**src/rtl/tail_light_pkg.sv**
```systemverilog
// Shared definitions for the Thunderbird tail-light sequencer: one-hot state
// codes, the state enum built from them, the 3-bit lamp patterns and a helper
// that turns a state into the six lamp outputs.
package tail_light_pkg;

  // One-hot state codes; exactly one bit set per state.
  localparam logic [7:0] ST_IDLE = 8'b0000_0001;
  localparam logic [7:0] ST_L1   = 8'b0000_0010;
  localparam logic [7:0] ST_L2   = 8'b0000_0100;
  localparam logic [7:0] ST_L3   = 8'b0000_1000;
  localparam logic [7:0] ST_R1   = 8'b0001_0000;
  localparam logic [7:0] ST_R2   = 8'b0010_0000;
  localparam logic [7:0] ST_R3   = 8'b0100_0000;
  localparam logic [7:0] ST_LR3  = 8'b1000_0000;

  typedef enum logic [7:0] {
    IDLE = ST_IDLE,
    L1   = ST_L1,
    L2   = ST_L2,
    L3   = ST_L3,
    R1   = ST_R1,
    R2   = ST_R2,
    R3   = ST_R3,
    LR3  = ST_LR3
  } state_t;

  // Lamp patterns written innermost-lamp-first in bit 0, i.e. the left-side
  // ordering {lc,lb,la}. The right side is the mirror image of these.
  localparam logic [2:0] LAMP_OFF = 3'b000;
  localparam logic [2:0] LAMP_P1  = 3'b001;
  localparam logic [2:0] LAMP_P2  = 3'b011;
  localparam logic [2:0] LAMP_P3  = 3'b111;

  // Right lamps are ordered {ra,rb,rc} with ra innermost, so the inner lamp
  // sits in the MSB; mirroring a left pattern gives the right pattern.
  function automatic logic [2:0] mirror3(input logic [2:0] p);
    return {p[0], p[1], p[2]};
  endfunction

  // Returns {l_lamps, r_lamps} for a given state.
  function automatic logic [5:0] lampPattern(input state_t s);
    logic [5:0] pat;
    pat = {LAMP_OFF, LAMP_OFF};
    case (s)
      IDLE:    pat = {LAMP_OFF, LAMP_OFF};
      L1:      pat = {LAMP_P1, LAMP_OFF};
      L2:      pat = {LAMP_P2, LAMP_OFF};
      L3:      pat = {LAMP_P3, LAMP_OFF};
      R1:      pat = {LAMP_OFF, mirror3(LAMP_P1)};
      R2:      pat = {LAMP_OFF, mirror3(LAMP_P2)};
      R3:      pat = {LAMP_OFF, mirror3(LAMP_P3)};
      LR3:     pat = {LAMP_P3, LAMP_P3};
      default: pat = {LAMP_OFF, LAMP_OFF};
    endcase
    return pat;
  endfunction

endpackage

```
**src/rtl/tail_light_fsm_if.sv**
```systemverilog
// Bundle of the sequencer's switch, tick, timer-control and lamp signals.
// The master side is whoever owns the switches and the timer tick (the
// vehicle/bench); the slave side is the sequencer itself.
interface tail_light_fsm_if;
  logic       left;
  logic       right;
  logic       haz;
  logic       enable;
  logic       timer_clear;
  logic [2:0] l_lamps;
  logic [2:0] r_lamps;

  modport master (
    output left,
    output right,
    output haz,
    output enable,
    input  timer_clear,
    input  l_lamps,
    input  r_lamps
  );

  modport slave (
    input  left,
    input  right,
    input  haz,
    input  enable,
    output timer_clear,
    output l_lamps,
    output r_lamps
  );
endinterface

```
**src/rtl/sync_2ff.sv**
```systemverilog
// Multi-flop synchroniser for one asynchronous switch input. STAGES must be
// at least 2; the output is the last flop of the chain. All flops clear on
// the synchronous reset so the FSM sees a released switch after reset.
module sync_2ff #(
  parameter int STAGES = 2
) (
  input  logic clk,
  input  logic reset,
  input  logic d_i,
  output logic q_o
);

  logic [STAGES-1:0] sync_q;

  // Shift the raw input through the flop chain, bit 0 being the first stage.
  always_ff @(posedge clk) begin
    if (reset) begin
      sync_q <= '0;
    end else begin
      sync_q <= {sync_q[STAGES-2:0], d_i};
    end
  end

  assign q_o = sync_q[STAGES-1];

endmodule

```
**src/rtl/tail_light_fsm.sv**
```systemverilog
// Thunderbird tail-light sequencer. Synchronises the three switches, steps
// the lamp sequence once per timer tick and holds the timer in clear while
// idle, so the first lit state always lasts one full timer period. Lamps and
// timer_clear are registered from the next state to keep them glitch-free.
module tail_light_fsm
  import tail_light_pkg::*;
#(
  parameter int SYNC_STAGES = 2
) (
  input  logic              clk,
  input  logic              reset,
  tail_light_fsm_if.slave   bus
);

  logic   leftSync;
  logic   rightSync;
  logic   hazSync;

  state_t     state_q;
  state_t     state_d;
  logic [5:0] lamps_d;
  logic [2:0] lLamps_q;
  logic [2:0] rLamps_q;
  logic       timerClear_q;

  sync_2ff #(.STAGES(SYNC_STAGES)) uSyncLeft (
    .clk   (clk),
    .reset (reset),
    .d_i   (bus.left),
    .q_o   (leftSync)
  );

  sync_2ff #(.STAGES(SYNC_STAGES)) uSyncRight (
    .clk   (clk),
    .reset (reset),
    .d_i   (bus.right),
    .q_o   (rightSync)
  );

  sync_2ff #(.STAGES(SYNC_STAGES)) uSyncHaz (
    .clk   (clk),
    .reset (reset),
    .d_i   (bus.haz),
    .q_o   (hazSync)
  );

  // Next-state decision: IDLE reacts at once, lit states move only on a tick,
  // and a hazard seen during the first two steps jumps straight to LR3.
  always_comb begin
    state_d = state_q;
    case (state_q)
      IDLE: begin
        if (hazSync || (leftSync && rightSync)) begin
          state_d = LR3;
        end else if (leftSync) begin
          state_d = L1;
        end else if (rightSync) begin
          state_d = R1;
        end
      end
      L1: begin
        if (bus.enable) begin
          state_d = hazSync ? LR3 : L2;
        end
      end
      L2: begin
        if (bus.enable) begin
          state_d = hazSync ? LR3 : L3;
        end
      end
      L3: begin
        if (bus.enable) begin
          state_d = IDLE;
        end
      end
      R1: begin
        if (bus.enable) begin
          state_d = hazSync ? LR3 : R2;
        end
      end
      R2: begin
        if (bus.enable) begin
          state_d = hazSync ? LR3 : R3;
        end
      end
      R3: begin
        if (bus.enable) begin
          state_d = IDLE;
        end
      end
      LR3: begin
        if (bus.enable) begin
          state_d = IDLE;
        end
      end
      default: begin
        state_d = IDLE;
      end
    endcase
  end

  // Decode the lamp pattern of the state about to be entered.
  always_comb begin
    lamps_d = lampPattern(state_d);
  end

  // State and outputs registered together; reset overrides any tick.
  always_ff @(posedge clk) begin
    if (reset) begin
      state_q      <= IDLE;
      lLamps_q     <= LAMP_OFF;
      rLamps_q     <= LAMP_OFF;
      timerClear_q <= 1'b1;
    end else begin
      state_q      <= state_d;
      lLamps_q     <= lamps_d[5:3];
      rLamps_q     <= lamps_d[2:0];
      timerClear_q <= (state_d == IDLE);
    end
  end

  assign bus.l_lamps     = lLamps_q;
  assign bus.r_lamps     = rLamps_q;
  assign bus.timer_clear = timerClear_q;

endmodule

```
**src/flat_wrapper.sv**
```systemverilog
// flat-port wrapper written by rule: the top's interface ports become plain ports
module tail_light_fsm_flat import tail_light_pkg::*;
#(
  parameter int SYNC_STAGES = 2
)
  (clk, reset, bus_left, bus_right, bus_haz, bus_enable, bus_timer_clear, bus_l_lamps, bus_r_lamps);
  tail_light_fsm_if bus_i ();
  input  logic clk;
  input  logic reset;
  input wire logic [$bits(bus_i.left)-1:0] bus_left;
  input wire logic [$bits(bus_i.right)-1:0] bus_right;
  input wire logic [$bits(bus_i.haz)-1:0] bus_haz;
  input wire logic [$bits(bus_i.enable)-1:0] bus_enable;
  output wire logic [$bits(bus_i.timer_clear)-1:0] bus_timer_clear;
  output wire logic [$bits(bus_i.l_lamps)-1:0] bus_l_lamps;
  output wire logic [$bits(bus_i.r_lamps)-1:0] bus_r_lamps;
  assign bus_i.left = bus_left;
  assign bus_i.right = bus_right;
  assign bus_i.haz = bus_haz;
  assign bus_i.enable = bus_enable;
  assign bus_timer_clear = bus_i.timer_clear;
  assign bus_l_lamps = bus_i.l_lamps;
  assign bus_r_lamps = bus_i.r_lamps;
  tail_light_fsm #(.SYNC_STAGES(SYNC_STAGES)) u_core (.clk(clk), .reset(reset), .bus(bus_i));
endmodule
```
**config.mk**
```make
export PLATFORM = sky130hd
export DESIGN_NAME = tail_light_fsm_flat
export DESIGN_NICKNAME = d
export VERILOG_FILES = /design/src/rtl/tail_light_pkg.sv /design/src/rtl/tail_light_fsm_if.sv /design/src/rtl/sync_2ff.sv /design/src/rtl/tail_light_fsm.sv /design/src/flat_wrapper.sv
export SDC_FILE = /design/constraint.sdc
export NUM_CORES = 1
export LEC_CHECK = 0
export ABC_AREA = 1
export CORE_ASPECT_RATIO = 0.7
export CORE_MARGIN = 2
export CORE_UTILIZATION = 50
export CTS_BUF_LIST = sky130_fd_sc_hd__clkbuf_8 sky130_fd_sc_hd__clkbuf_16
export DETAILED_ROUTE_END_ITERATION = 16
export DONT_BUFFER_PORTS = 1
export PLACE_DENSITY = 0.66
export SYNTH_ARGS = -nofsm -noshare
export SYNTH_HDL_FRONTEND = slang
export SYNTH_HIERARCHICAL = 1
export SYNTH_SLANG_ARGS = --single-unit
```
**constraint.sdc**
```tcl
create_clock -name clk -period 1.7 [get_ports clk]
set_input_delay 0.34 -clock clk [delete_from_list [all_inputs] [get_ports clk]]
set_output_delay 0.34 -clock clk [all_outputs]
set_load 0.1 [all_outputs]
```
Word-level counts from Yosys, hierarchy flattened
Index checks and enable logic that the tools add are counted.

operators by class
  equal/unequal tests = 16
  muxes and demuxes = 14
  reductions and logical operators = 3

operator list
  kind                                                                   number
  8-bit 2-to-1 mux                                                       12
  8-bit one-hot mux with 6 select lines                                  1
  6-bit one-hot mux with 7 select lines                                  1
  8-bit by 1-bit equality test with 1-bit output, second input constant  2
  8-bit by 2-bit equality test with 1-bit output, second input constant  2
  8-bit by 3-bit equality test with 1-bit output, second input constant  2
  8-bit by 4-bit equality test with 1-bit output, second input constant  2
  8-bit by 5-bit equality test with 1-bit output, second input constant  2
  8-bit by 6-bit equality test with 1-bit output, second input constant  2
  8-bit by 7-bit equality test with 1-bit output, second input constant  2
  8-bit equality test, second input constant                             2
  3-bit OR reduction                                                     1
  1-bit logical AND                                                      1
  1-bit logical OR                                                       1

word-level totals
  flip-flop bits (word level) = 21
  input bits = 6
  output and inout bits = 7
  word-level logic and storage cells = 40

Longest topological paths before layout
Gate-level depths: netlist (run 1).

  depth in word-level cells = 6
  gate-level depth with buffers = 11
  gate-level depth less buffers = 11

By module
Netlist (run 1), hierarchy kept.

modules (own cells, without submodules)
  module          times used  cells each  area an instance (µm²)  seq. area each (µm²)
  tail_light_fsm  1           151         959.7                   300.3
  sync_2ff        3           6           55.1                    40.0

Least setup slack after synthesis (run 1)
OpenSTA, ideal clock, no wires.

  path kind = in2reg
  from = input bus_enable
  to = register u_core.lLamps_q[0] (netlist: u_core/bus.l_lamps[0])
  library setup time = 114 ps
  arrival time = 1138 ps
  required time = 1586 ps
  slack = 448 ps
  stages = 10
  buffers on the path = 1
  cells stage by stage = clkbuf_2 nand2_1 inv_1 a21oi_1 nand2_1 nand2_1 nor2_2 nand2_1 nand2_1 nand2_1

between the ends
  word-level cells in the longest chain between the ends = 4
  elaborated cells between the ends (all ways) = 14
  those cells by class = 7 x eq/ne; 7 x mux

ends and longest elaborated chain
  element                                            RTL line               RTL
  start, declared                                    flat_wrapper.sv:13     input wire logic [$bits(bus_i.enable)-1:0] bus_enable;
  8-bit 2-to-1 mux (on tied branches)                -
  8-bit one-hot mux with 6 select lines *            tail_light_fsm.sv:51   case (state_q)
  8-bit equality test, or another cell as far along  tail_light_pkg.sv:44   case (s)
  6-bit one-hot mux with 7 select lines *            tail_light_pkg.sv:44
  end signal, assigned                               tail_light_fsm.sv:116  lLamps_q <= lamps_d[5:3];
  end, declared                                      tail_light_fsm.sv:22   logic [2:0] lLamps_q;

Mark *: on every way between the ends. The rest lies on a longest branch, timed or not.
A chain may end at the register's enable or synchronous reset.

Worst setup path in the final report (run 1)
  from = register u_core.state_q[5]
  to = register u_core.rLamps_q[2] (netlist: u_core/bus.r_lamps[2])

between the ends
  word-level cells in the longest chain between the ends = 6
  elaborated cells between the ends (all ways) = 26
  those cells by class = 15 x eq/ne; 10 x mux; 1 x reduce/logical

ends and longest elaborated chain
  element                                                                                                 RTL line               RTL
  start, declared                                                                                         tail_light_fsm.sv:19   state_t state_q;
  start signal, assigned                                                                                  tail_light_fsm.sv:115  state_q <= state_d;
  parallel branches: the longest is 3 deep, another holds 8-bit by 4-bit equality test with 1-bit output  -
  8-bit one-hot mux with 6 select lines *                                                                 tail_light_fsm.sv:51
  8-bit equality test, or another cell as far along                                                       tail_light_pkg.sv:44
  6-bit one-hot mux with 7 select lines *                                                                 tail_light_pkg.sv:44
  end signal, assigned                                                                                    tail_light_fsm.sv:117  rLamps_q <= lamps_d[2:0];
  end, declared                                                                                           tail_light_fsm.sv:23   logic [2:0] rLamps_q;

Every way passes the cells marked *.

==> results of run 1 <==
## per-layer routing
layer	vias up	wire length, um	track usage [%]
met3	2	230	6.87
met1	471	1170	30.9
li1	535	-	-
met4	0	19	6.09
met2	34	1090	32.3
met5	-	0	0
## final cells by class
| type | count | area share (%) |
|---|---|---|
| flip-flops and latches | 21 | 33.4 |
| clock inverters | 1 | 0.597 |
| repair buffers | 7 | 4.18 |
| well taps | 32 | 3.18 |
| inverters | 27 | 8.06 |
| multi-input cells | 119 | 47.3 |
| clock buffers | 3 | 3.28 |
## power breakdown
part | internal, mW | leakage (nW) | switching, mW | total, mW
clock network | 0.166 | 0.0217 | 0.183 | 0.349
registers | 0.525 | 0.172 | 0.0190 | 0.544
logic | 0.0858 | 0.443 | 0.264 | 0.350
## kinds of logic (layout without fill, tap and decap cells)
kind of cell | after synthesis | count (layout) | synth area share, %
AOI/OAI and AO/OA | 15 | 15 | 8.23
buffers and inverters | 29 | 38 | 9.79
DFF | 21 | 21 | 37.4
and+or+nand+nor | 104 | 104 | 44.6
## worst reg2reg max path: cells and delay by family, from the launching register on
kind                   cells  cell delay (ps)
AND/OR/NAND/NOR            9              830
buffers and inverters      1              140
flip-flops                 1              420
## metrics by stage
step	setup slack, ps	hold WS, ps	instance area [um2]	utilization [%]
after CTS	279	124	1260	58.8
after floorplan	448	388	1120	-
final	258	126	1260	58.8
after global routing	137	116	1260	58.8
after detailed placement	283	397	1210	56.6
after global placement	295	391	1210	56.6
## placed cells by master, fill, tap and decap left out
master	n
a21oi_1	9
buf_4	7
clkbuf_8	3
clkinvlp_4	1
dfxtp_1	21
inv_1	21
inv_2	6
nand2_1	39
nand2_2	10
nand2_4	1
nand3_1	11
nand3_2	2
nand3b_1	1
nor2_1	26
nor2_2	9
nor2_4	3
nor3_1	1
o21ai_0	3
o21ai_4	1
o21bai_1	1
o32ai_1	1
or2_2	1
## registers in the layout (all words and copies together), names as in the netlist
register	cells
u_core/uSyncRight/sync_q	2
u_core/bus.timer_clear	1
u_core/state_q	8
u_core/uSyncHaz/sync_q	2
u_core/uSyncLeft/sync_q	2
u_core/bus.r_lamps	3
u_core/bus.l_lamps	3
## worst max path at each step
stage	start	endpoint	slack (ps)	depth (start not counted)
final	u_core/state_q[5]$_SDFF_PP0_	u_core/bus.r_lamps[2]$_SDFF_PP0_	260	10
after global routing	u_core/state_q[5]$_SDFF_PP0_	u_core/bus.r_lamps[2]$_SDFF_PP0_	140	10
after CTS	u_core/state_q[1]$_SDFF_PP0_	u_core/bus.l_lamps[0]$_SDFF_PP0_	280	11
after detailed placement	u_core/state_q[1]$_SDFF_PP0_	u_core/bus.l_lamps[0]$_SDFF_PP0_	280	11
after global placement	u_core/state_q[1]$_SDFF_PP0_	u_core/bus.r_lamps[1]$_SDFF_PP0_	300	11
after floorplan	bus_enable	u_core/bus.l_lamps[0]$_SDFF_PP0_	450	10
==> metrics.md, run 1 <==
| Metric | Value |
|---|---|
| Ordered cell list for the critical path | inv_1, nor2_1, nand2_1, nor2_1, nor2_1, nand2_2, nor2_2, nor2_4, nand3_2, nor2_2 |
| Tcrit/Tclk final | between 80% and 90% |
| Die area | ~2700 um2 |
| Critical Path End Type | register |
| Vias in the first global route | 927 |
| Clock latency on the worst-skew pair | about 270 ps |
| Total gr overflow | 0 |
| Worst rel slew slack | 81.5% |
| Final setup TNS | 0 ps |
| Outcome | completed |
| Post-synth cell types | 21 |
| Slew Limit Fails | 0 |
| Via Count | ~1000 |
| CTS Buf Count | 3 |
| RSZ-0062 raised after global routing | false |
| TritonCTS clock tree | built |
| Top-count cell post-synth | nand2_1 |
| Fillers | approximately 190 |
| P_leak | about 0.64 nW |
| Worst hold endpoint | u_core/uSyncLeft/sync_q[1]$_SDFF_PP0_ |
| Overall Global Routing Usage | a little over a fifth |
| Final Non-Filler Cells | 210 |
| Avg Cell Area, Syn | 6.66 um2 |
| Yosys warnings | 6 |
| Sequential cell area | roughly 420 um2 |
| Yosys reg bits | 21 |
| Pwr per Cell Area | 988 nW/um2 |
| Initial antenna violation count | 0 |
| Worst min-delay path class | primary input to register |
| Critical R2R Capture | u_core/bus.r_lamps[2]$_SDFF_PP0_ |
| R2R cell count | 10 |
| CTS H-tree lvls | 1 |
| Synth top cells by count | nand2_1 (39), nor2_1 (26), dfxtp_1 (21), inv_1 (21), nand3_1 (11) |
| Share of layout cells above drive strength 1 | 24.7% |
| Root Buffer | clkbuf_8 |
| Cells after Synth | 169 |
| First-pass GRT wire length | 4120 um |
| Hold Path Cell Cnt | 1 |
| Worst Path Arrival | between 1500 and 2000 ps |
| CP Launch Type | register |
| Post-DP HPWL | 1960 um |
| Core Area | between 2000 and 2500 um2 |
| DR WL/cell | between 10 and 15 um |
| Worst Max-Slew Pin Slew | between 200 and 300 ps |
| Cell family contributing the most delay on the critical path | simple AND/OR/NAND/NOR gates |
| Number of clock sinks | 21 |
| Worst r2r src | u_core/state_q[5]$_SDFF_PP0_ |
| Leading area contributor after synthesis | dfxtp_1 |
| Worst Skew | 6.59 ps |
| Port Buf Inserts | 0 |
| Synth-to-layout area growth | 11.8% |
| Dpl cells | slightly above 200 |
| Register area share after synthesis | a little under two fifths |
| CP bufs+invs | 1 |
| Largest net degree at the start of global routing | 15 |
| Largest cells by area after synthesis | dfxtp_1 (37%), nand2_1 (13%), nor2_1 (8.7%), inv_1 (7.0%), nand2_2 (5.6%) |
| Post-route ant nets | 0 |
| Final Hold Violating Endpoints | 0 |
| PnR Total Power | roughly 1.2 mW |
| PostCTS Resize Cnt | 0 |
| Clock slew at reported path FFs | 90 ps |
| Number of antenna diodes | 0 |
| First DRT Iteration DRCs | 89 |
| Asr flop ratio synth | 0% |
| R2R setup slack | roughly 260 ps |
| Synth top area share | 37.4% |
| IO Pins | 13 |
| Die height | 43.7 um |
| DR DRC count | 0 |
| CTS Buffer Depth | 2 |
| Final GP Congestion | 0.968 |
| Maximum clock frequency | about 700 MHz |
| Critical Path Most Common Cell | nor2_1 |
| Post-DR vias/cell | between 4 and 5 |
| Minimum clock period | around 1400 ps |
| Post-Route WL | between 2000 and 3000 um |
| Post-CTS setup buffer count | 0 |
| Hold buffers post-CTS | 0 |
| Setup violations, final | 0 |
| First drt pass iteration count | 4 |
| Num rows | 14 |
| Multi-input gate area | between 500 and 600 um2 |
| Peak supply drop | 766 uV |
| Synth Cell Area | about 1100 um2 |
| Initial Utilization | around 53% |
| Chip width | just over 60 um |
| CP required | between 1500 and 2000 ps |
| Nets | ~190 |
| Worst path max stage delay | 420 ps |
| Post-synth EDFFs | 0 |
| Kind of critical path | register to register |
| Mapped Nets | approximately 180 |
| Max_cap viols | 0 |
| Crit path max-delay cell type | dfxtp_1 |
| Hold Crit Start | reset |
| Critical path peak fanout | 5 |
| Primary FF master, synth | dfxtp_1 |
(Power assumes the default switching activity.)
==> run 2, diff against run 1 <==
Settings changed: PLACE_DENSITY 0.66 to 0.69.
Clock period 1.7 ns to 1.24 ns, I/O delays scaled along.
==> run 2 against run 1 <==
The run now ends with setup timing left; first-iteration DRC count grew 4.5%; via count grew 9.4%; worst setup slack lost 440 ps; final area grew 33%; critical endpoint is now u_core/bus.l_lamps[0]$_SDFF_PP0_; count of clock-buffer cells in the layout is the same; maximum frequency grew 1.4%; clock skew shrank 1.5 ps; combinational power grew 82%; sequential share of layout area shrank 6.7 points; register-to-register slack lost 440 ps; global-route usage grew 4.2 points.
==> metrics.md, run 2 (synthesis results as in run 1) <==
| Metric | Value |
|---|---|
| Outcome | finished, violations left |
| Failing checks | setup timing |
| Kind of critical path | register to register |
| CP required | 1400 ps |
| CTS Buf Count | 3 |
| Overall Global Routing Usage | a little over a quarter |
| Num rows | 14 |
| Synth-to-layout area growth | 48.7% |
| Die height | between 40 and 50 um |
| Dpl cells | ~220 |
| CTS Buffer Depth | 2 |
| Pwr per Cell Area | approximately 1100 nW/um2 |
| Slew Limit Fails | 0 |
| Minimum clock period | around 1400 ps |
| Number of antenna diodes | 0 |
| Worst min-delay path class | primary input to register |
| Worst rel slew slack | 81.6% |
| Setup ws final | -182 ps |
| Root Buffer | clkbuf_8 |
| Commonest non-fill, non-tap cell in the layout | nand2_1 |
| Setup violations, final | 13 |
| Place WS | -144 ps |
| Number of clock sinks | 21 |
| Critical Path End Type | register |
| Post-DR vias/cell | 4.91 |
| Critical path peak fanout | 3 |
| Vias in the first global route | ~1100 |
| Post-DP HPWL | 2040 um |
| Post-route ant nets | 0 |
| RSZ-0062 raised after global routing | true |
| Final core utilization | between 70 and 80% |
| Initial antenna violation count | 0 |
| Max_cap viols | 0 |
| Max reg flops | 8 |
| TritonCTS clock tree | built |
| Most flop-heavy register | u_core/state_q |
| Die area | between 2000 and 3000 um2 |
| Post-Route WL | ~3100 um |
| Port Buf Inserts | 0 |
| First DRT Iteration DRCs | between 90 and 100 |
| Maximum clock frequency | approximately 700 MHz |
| Nets | slightly above 200 |
| Chip width | approximately 61 um |
| DR WL/cell | between 10 and 15 um |
| Share of layout cells above drive strength 1 | a little under half |
| Final GP Congestion | roughly 0.94 |
| Clock slew at reported path FFs | approximately 80 ps |
| Via Count | 1140 |
| P_leak | around 0.79 nW |
| Final Non-Filler Cells | roughly 230 |
| Initial Utilization | a little over half |
| Worst Max-Slew Pin Slew | 278 ps |
| DR DRC count | 0 |
| Hold Worst Slack | 35.8 ps |
| Post-route design area | approximately 1700 um2 |
| Clock latency on the worst-skew pair | approximately 260 ps |
| Total gr overflow | 0 |
| Tcrit/Tclk final | 115% |
| First drt pass iteration count | 4 |
| Largest net degree at the start of global routing | 15 |
| IO Pins | 13 |
| Core Area | 2140 um2 |
| Peak supply drop | 874 uV |
| First-pass GRT wire length | 5040 um |
| Post-Place Cell Area | 1400 um2 |
| Worst Path Arrival | 1580 ps |
| Final Hold Violating Endpoints | 0 |
| CTS H-tree lvls | 1 |
| CP Launch Type | register |
| Most frequent cells in the layout | nand2_1 (31), buf_4 (20), nor2_1 (19), inv_1 (18), dfxtp_1 (13) |
| Worst Skew | 5.06 ps |
[run 2: cell count changes in the layout (fill, tap and decap cells not counted), sizes merged]
cell | previous run | this run
buf | 7 | 29
[run 2: critical path: stages, from the launching register on]
cell	delay (ps)
dfxtp_4	400
inv_4	50
buf_6	110
nand2_2	50
nor2_1	50
nand2_1	80
nand2_1	70
nor2_2	120
nor2_2	60
nor2_4	140
nand2_2	70
nand2_2	60
nand2_1	50
[run 2: path summary, 6_finish.rpt]
check	startpoint	slack, ps	endpoint	cells past startpoint
max	u_core/state_q[0]$_SDFF_PP1_	-180	u_core/bus.l_lamps[0]$_SDFF_PP0_	12
min	reset	40	u_core/state_q[4]$_SDFF_PP0_	1
max reg2reg	u_core/state_q[0]$_SDFF_PP1_	-180	u_core/bus.l_lamps[0]$_SDFF_PP0_	12
min reg2reg	u_core/uSyncLeft/sync_q[0]$_SDFF_PP0_	410	u_core/uSyncLeft/sync_q[1]$_SDFF_PP0_	2
[run 2: layout make-up]
cell class              count  area (um2)
repair buffers             29         304
flip-flops and latches     21         448
clock buffers               3        41.3
inverters                  27         109
multi-input cells         119         723
clock inverters             1        7.51
fillers                   152         464
well taps                  32        40.0
[run 2: metal layers]
metal / global-route usage, % / wire length, um / vias up
met5: 0 / 0 / -
met4: 6.52 / 53 / 0
met3: 4.78 / 242 / 6
met2: 42.4 / 1460 / 46
met1: 35.9 / 1310 / 512
li1: - / - / 576
[run 2: timing repair]
| action | in CTS | in global routing |
|---|---|---|
| endpoints found under the setup margin | 11 | 15 |
| pin swaps | 4 | 20 |
| resized for setup | 28 | 29 |
| gates cloned | 0 | 0 |
| hold endpoints to repair | 0 | 0 |
| setup buffers | 3 | 3 |
| hold buffers | 0 | 0 |
[run 2: stage by stage]
step           total power, mW  TNS, ps
5_1_grt                   1.94    -2180
3_5_place_dp              1.33     -941
6_report                  1.86    -1170
3_3_place_gp              1.32     -864
4_1_cts                   1.81     -401
2_1_floorplan             1.16        0
[run 2: power breakdown]
part / switching (mW) / internal (mW) / total, mW / leakage [nW]
registers: 0.0480 / 0.713 / 0.761 / 0.177
clock network: 0.234 / 0.227 / 0.461 / 0.0217
logic: 0.408 / 0.229 / 0.637 / 0.594
total: 0.691 / 1.17 / 1.86 / 0.793
==> run 3, diff against run 2 <==
Settings changed: CELL_PAD_IN_SITES_DETAIL_PLACEMENT set to 1, CELL_PAD_IN_SITES_GLOBAL_PLACEMENT set to 1, CORE_UTILIZATION 50 to 39, PLACE_DENSITY 0.69 to 0.74, SETUP_SLACK_MARGIN set to 0.05.
==> run 3 against run 2 <==
Clock power rose by 2%; final area rose by 0.45%; global-route usage shrank 0.30 points; sequential power grew 0.7%; the flow still finishes with violations (setup timing); highest routed layer unchanged; register-to-register slack improved by 30 ps; largest power group unchanged; sequential share of layout area shrank 0.49 points; critical endpoint is now u_core/bus.l_lamps[2]$_SDFF_PP0_.
==> metrics.md, run 3 (synthesis results as in run 1) <==
| Metric | Value |
|---|---|
| Outcome | finished, violations left |
| Failing checks | setup timing |
| Worst Skew | 5.61 ps |
| Number of clock sinks | 21 |
| Critical Path Most Common Cell | nand2_2 |
| Max_cap viols | 0 |
| Initial Utilization | between 40% and 50% |
| Kind of critical path | register to register |
| Worst rel slew slack | between 80% and 90% |
| Worst min-delay path class | primary input to register |
| Largest net degree at the start of global routing | 15 |
| Pwr per Cell Area | between 1000 and 1500 nW/um2 |
| Post-route design area | approximately 1700 um2 |
| DR DRC count | 0 |
| PnR Total Power | 1.89 mW |
| Final GP Congestion | approximately 0.83 |
| Post-route ant nets | 0 |
| Hold Path Cell Cnt | 1 |
| Hold buffers post-CTS | 0 |
| Maximum clock frequency | between 700 and 800 MHz |
| RSZ-0062 raised after global routing | true |
| R2R setup slack | -150 ps |
| Post-Route WL | roughly 3900 um |
| Worst r2r src | u_core/state_q[2]$_SDFF_PP0_ |
| Worst Max-Slew Pin Slew | slightly below 300 ps |
| Hold Worst Slack | approximately 33 ps |
| Root Buffer | clkbuf_8 |
| First drt pass iteration count | 4 |
| TritonCTS clock tree | built |
| Clock slew at reported path FFs | approximately 80 ps |
| Num rows | 16 |
| Via Count | about 1200 |
| Port Buf Inserts | 0 |
| R2R cell count | 10 |
| Setup violations, final | 13 |
| Cell family contributing the most delay on the critical path | simple AND/OR/NAND/NOR gates |
| CP Launch Type | register |
| Max reg flops | 8 |
| IO Pins | 13 |
| Share of layout cells above drive strength 1 | between 40% and 50% |
| CTS H-tree lvls | 1 |
| Critical R2R Capture | u_core/bus.l_lamps[2]$_SDFF_PP0_ |
| Core Area | between 2000 and 3000 um2 |
| Commonest non-fill, non-tap cell in the layout | nand2_1 |
| Overall Global Routing Usage | 25.8% |
| Place WS | -251 ps |
| Most flop-heavy register | u_core/state_q |
| Die height | 48.9 um |
| Fillers | about 350 |
| Most frequent cells in the layout | nand2_1 (28), nor2_1 (19), inv_1 (17), nand2_2 (16), buf_4 (16) |
| Critical Path End Type | register |
| Hold Crit Start | reset |
| Slew Limit Fails | 0 |
| Ordered cell list for the critical path | inv_4, nand2_1, nor2_4, nand2_4, o21ai_4, nand2_2, nand2_2, buf_4, o21bai_1, inv_1 |
| Tcrit/Tclk final | 112% |
| CTS Buf Count | 3 |
| Final Hold Violating Endpoints | 0 |
| Peak supply drop | around 1200 uV |
| Critical path peak fanout | 6 |
| Worst Path Arrival | ~1600 ps |
| Post-DP HPWL | 2720 um |
| Synth-to-layout area growth | 49.4% |
| Post-Place Cell Area | between 1000 and 1500 um2 |
| Post-DR vias/cell | a little over 5 |
| Setup ws final | -150 ps |
| First DRT Iteration DRCs | 36 |
| Nets | a little over 200 |
| Worst path max stage delay | between 300 and 400 ps |
| P_leak | 0.795 nW |
| First-pass GRT wire length | 6340 um |
| Vias in the first global route | between 1000 and 1500 |
| Number of antenna diodes | 0 |
| Initial antenna violation count | 0 |
| CTS Buffer Depth | 2 |
| Clock latency on the worst-skew pair | 270 ps |
| Chip width | around 68 um |
| CP bufs+invs | 3 |
| Minimum clock period | approximately 1400 ps |
| DR WL/cell | around 17 um |
| CP required | ~1400 ps |
| Crit path max-delay cell type | dfxtp_4 |
| Multi-input gate area | 739 um2 |
| Worst hold endpoint | u_core/state_q[2]$_SDFF_PP0_ |
| Total gr overflow | 0 |
| Sequential cell area | ~440 um2 |
| Die area | between 3000 and 4000 um2 |
==> run 3: changes by cell type in the layout (fill, tap and decap cells not counted), moves of 2 or more <==
cell     before  now
nand2_1      31   28
nor2_2        7    5
dfxtp_4       7    4
nor2_4       12   14
dfxtp_2       1    5
nand2_2      12   16
buf_4        20   16
==> run 3: final cells by class <==
type / count / share of cell area (%)
Timing Repair Buffer: 26 / 17.5
Clock inverter: 1 / 0.447
Multi-Input combinational cell: 119 / 44.0
Inverter: 27 / 6.63
Clock buffer: 3 / 2.46
Tap cell: 36 / 2.68
Sequential cell: 21 / 26.3
==> run 3: repair_timing <==
item	CTS	global route
buffers inserted	1	1
setup endpoints to repair	14	15
gates resized for setup	43	13
pin swaps	11	4
endpoints found under the hold margin	0	0
==> run 3: power by group <==
part	total (mW)	switching, mW	internal, mW	leakage [nW]
logic	0.657	0.428	0.229	0.596
registers	0.766	0.0488	0.717	0.177
clock network	0.471	0.244	0.227	0.0217
==> run 3: metal layers <==
layer | GRT usage (%) | vias up | wire length, um
met1 | 32.0 | 574 | 1690
met3 | 6.00 | 8 | 145
met2 | 44.7 | 27 | 2000
met4 | 5.67 | 0 | 66
li1 | - | 572 | -
met5 | 0 | - | 0
==> run 3: per-stage QoR <==
step	std cells	utilization (%)	setup TNS, ps
floorplan	169	-	0
finish	233	60.8	-1280
global route	233	60.8	-2430
CTS	232	58.9	-897
global placement	227	52.0	-986
detailed placement	227	52.0	-1780
==> run 3: worst max path at each step <==
stage | start | endpoint | slack (ps) | cells past startpoint
finish | u_core/state_q[2]$_SDFF_PP0_ | u_core/bus.l_lamps[2]$_SDFF_PP0_ | -150 | 10
global route | u_core/state_q[7]$_SDFF_PP0_ | u_core/bus.l_lamps[1]$_SDFF_PP0_ | -230 | 11
CTS | u_core/state_q[7]$_SDFF_PP0_ | u_core/bus.l_lamps[1]$_SDFF_PP0_ | -120 | 10
detailed placement | u_core/state_q[1]$_SDFF_PP0_ | u_core/state_q[5]$_SDFF_PP0_ | -250 | 7
global placement | u_core/state_q[1]$_SDFF_PP0_ | u_core/state_q[5]$_SDFF_PP0_ | -170 | 7
floorplan | u_core/state_q[4]$_SDFF_PP0_ | u_core/bus.r_lamps[2]$_SDFF_PP0_ | 50 | 10
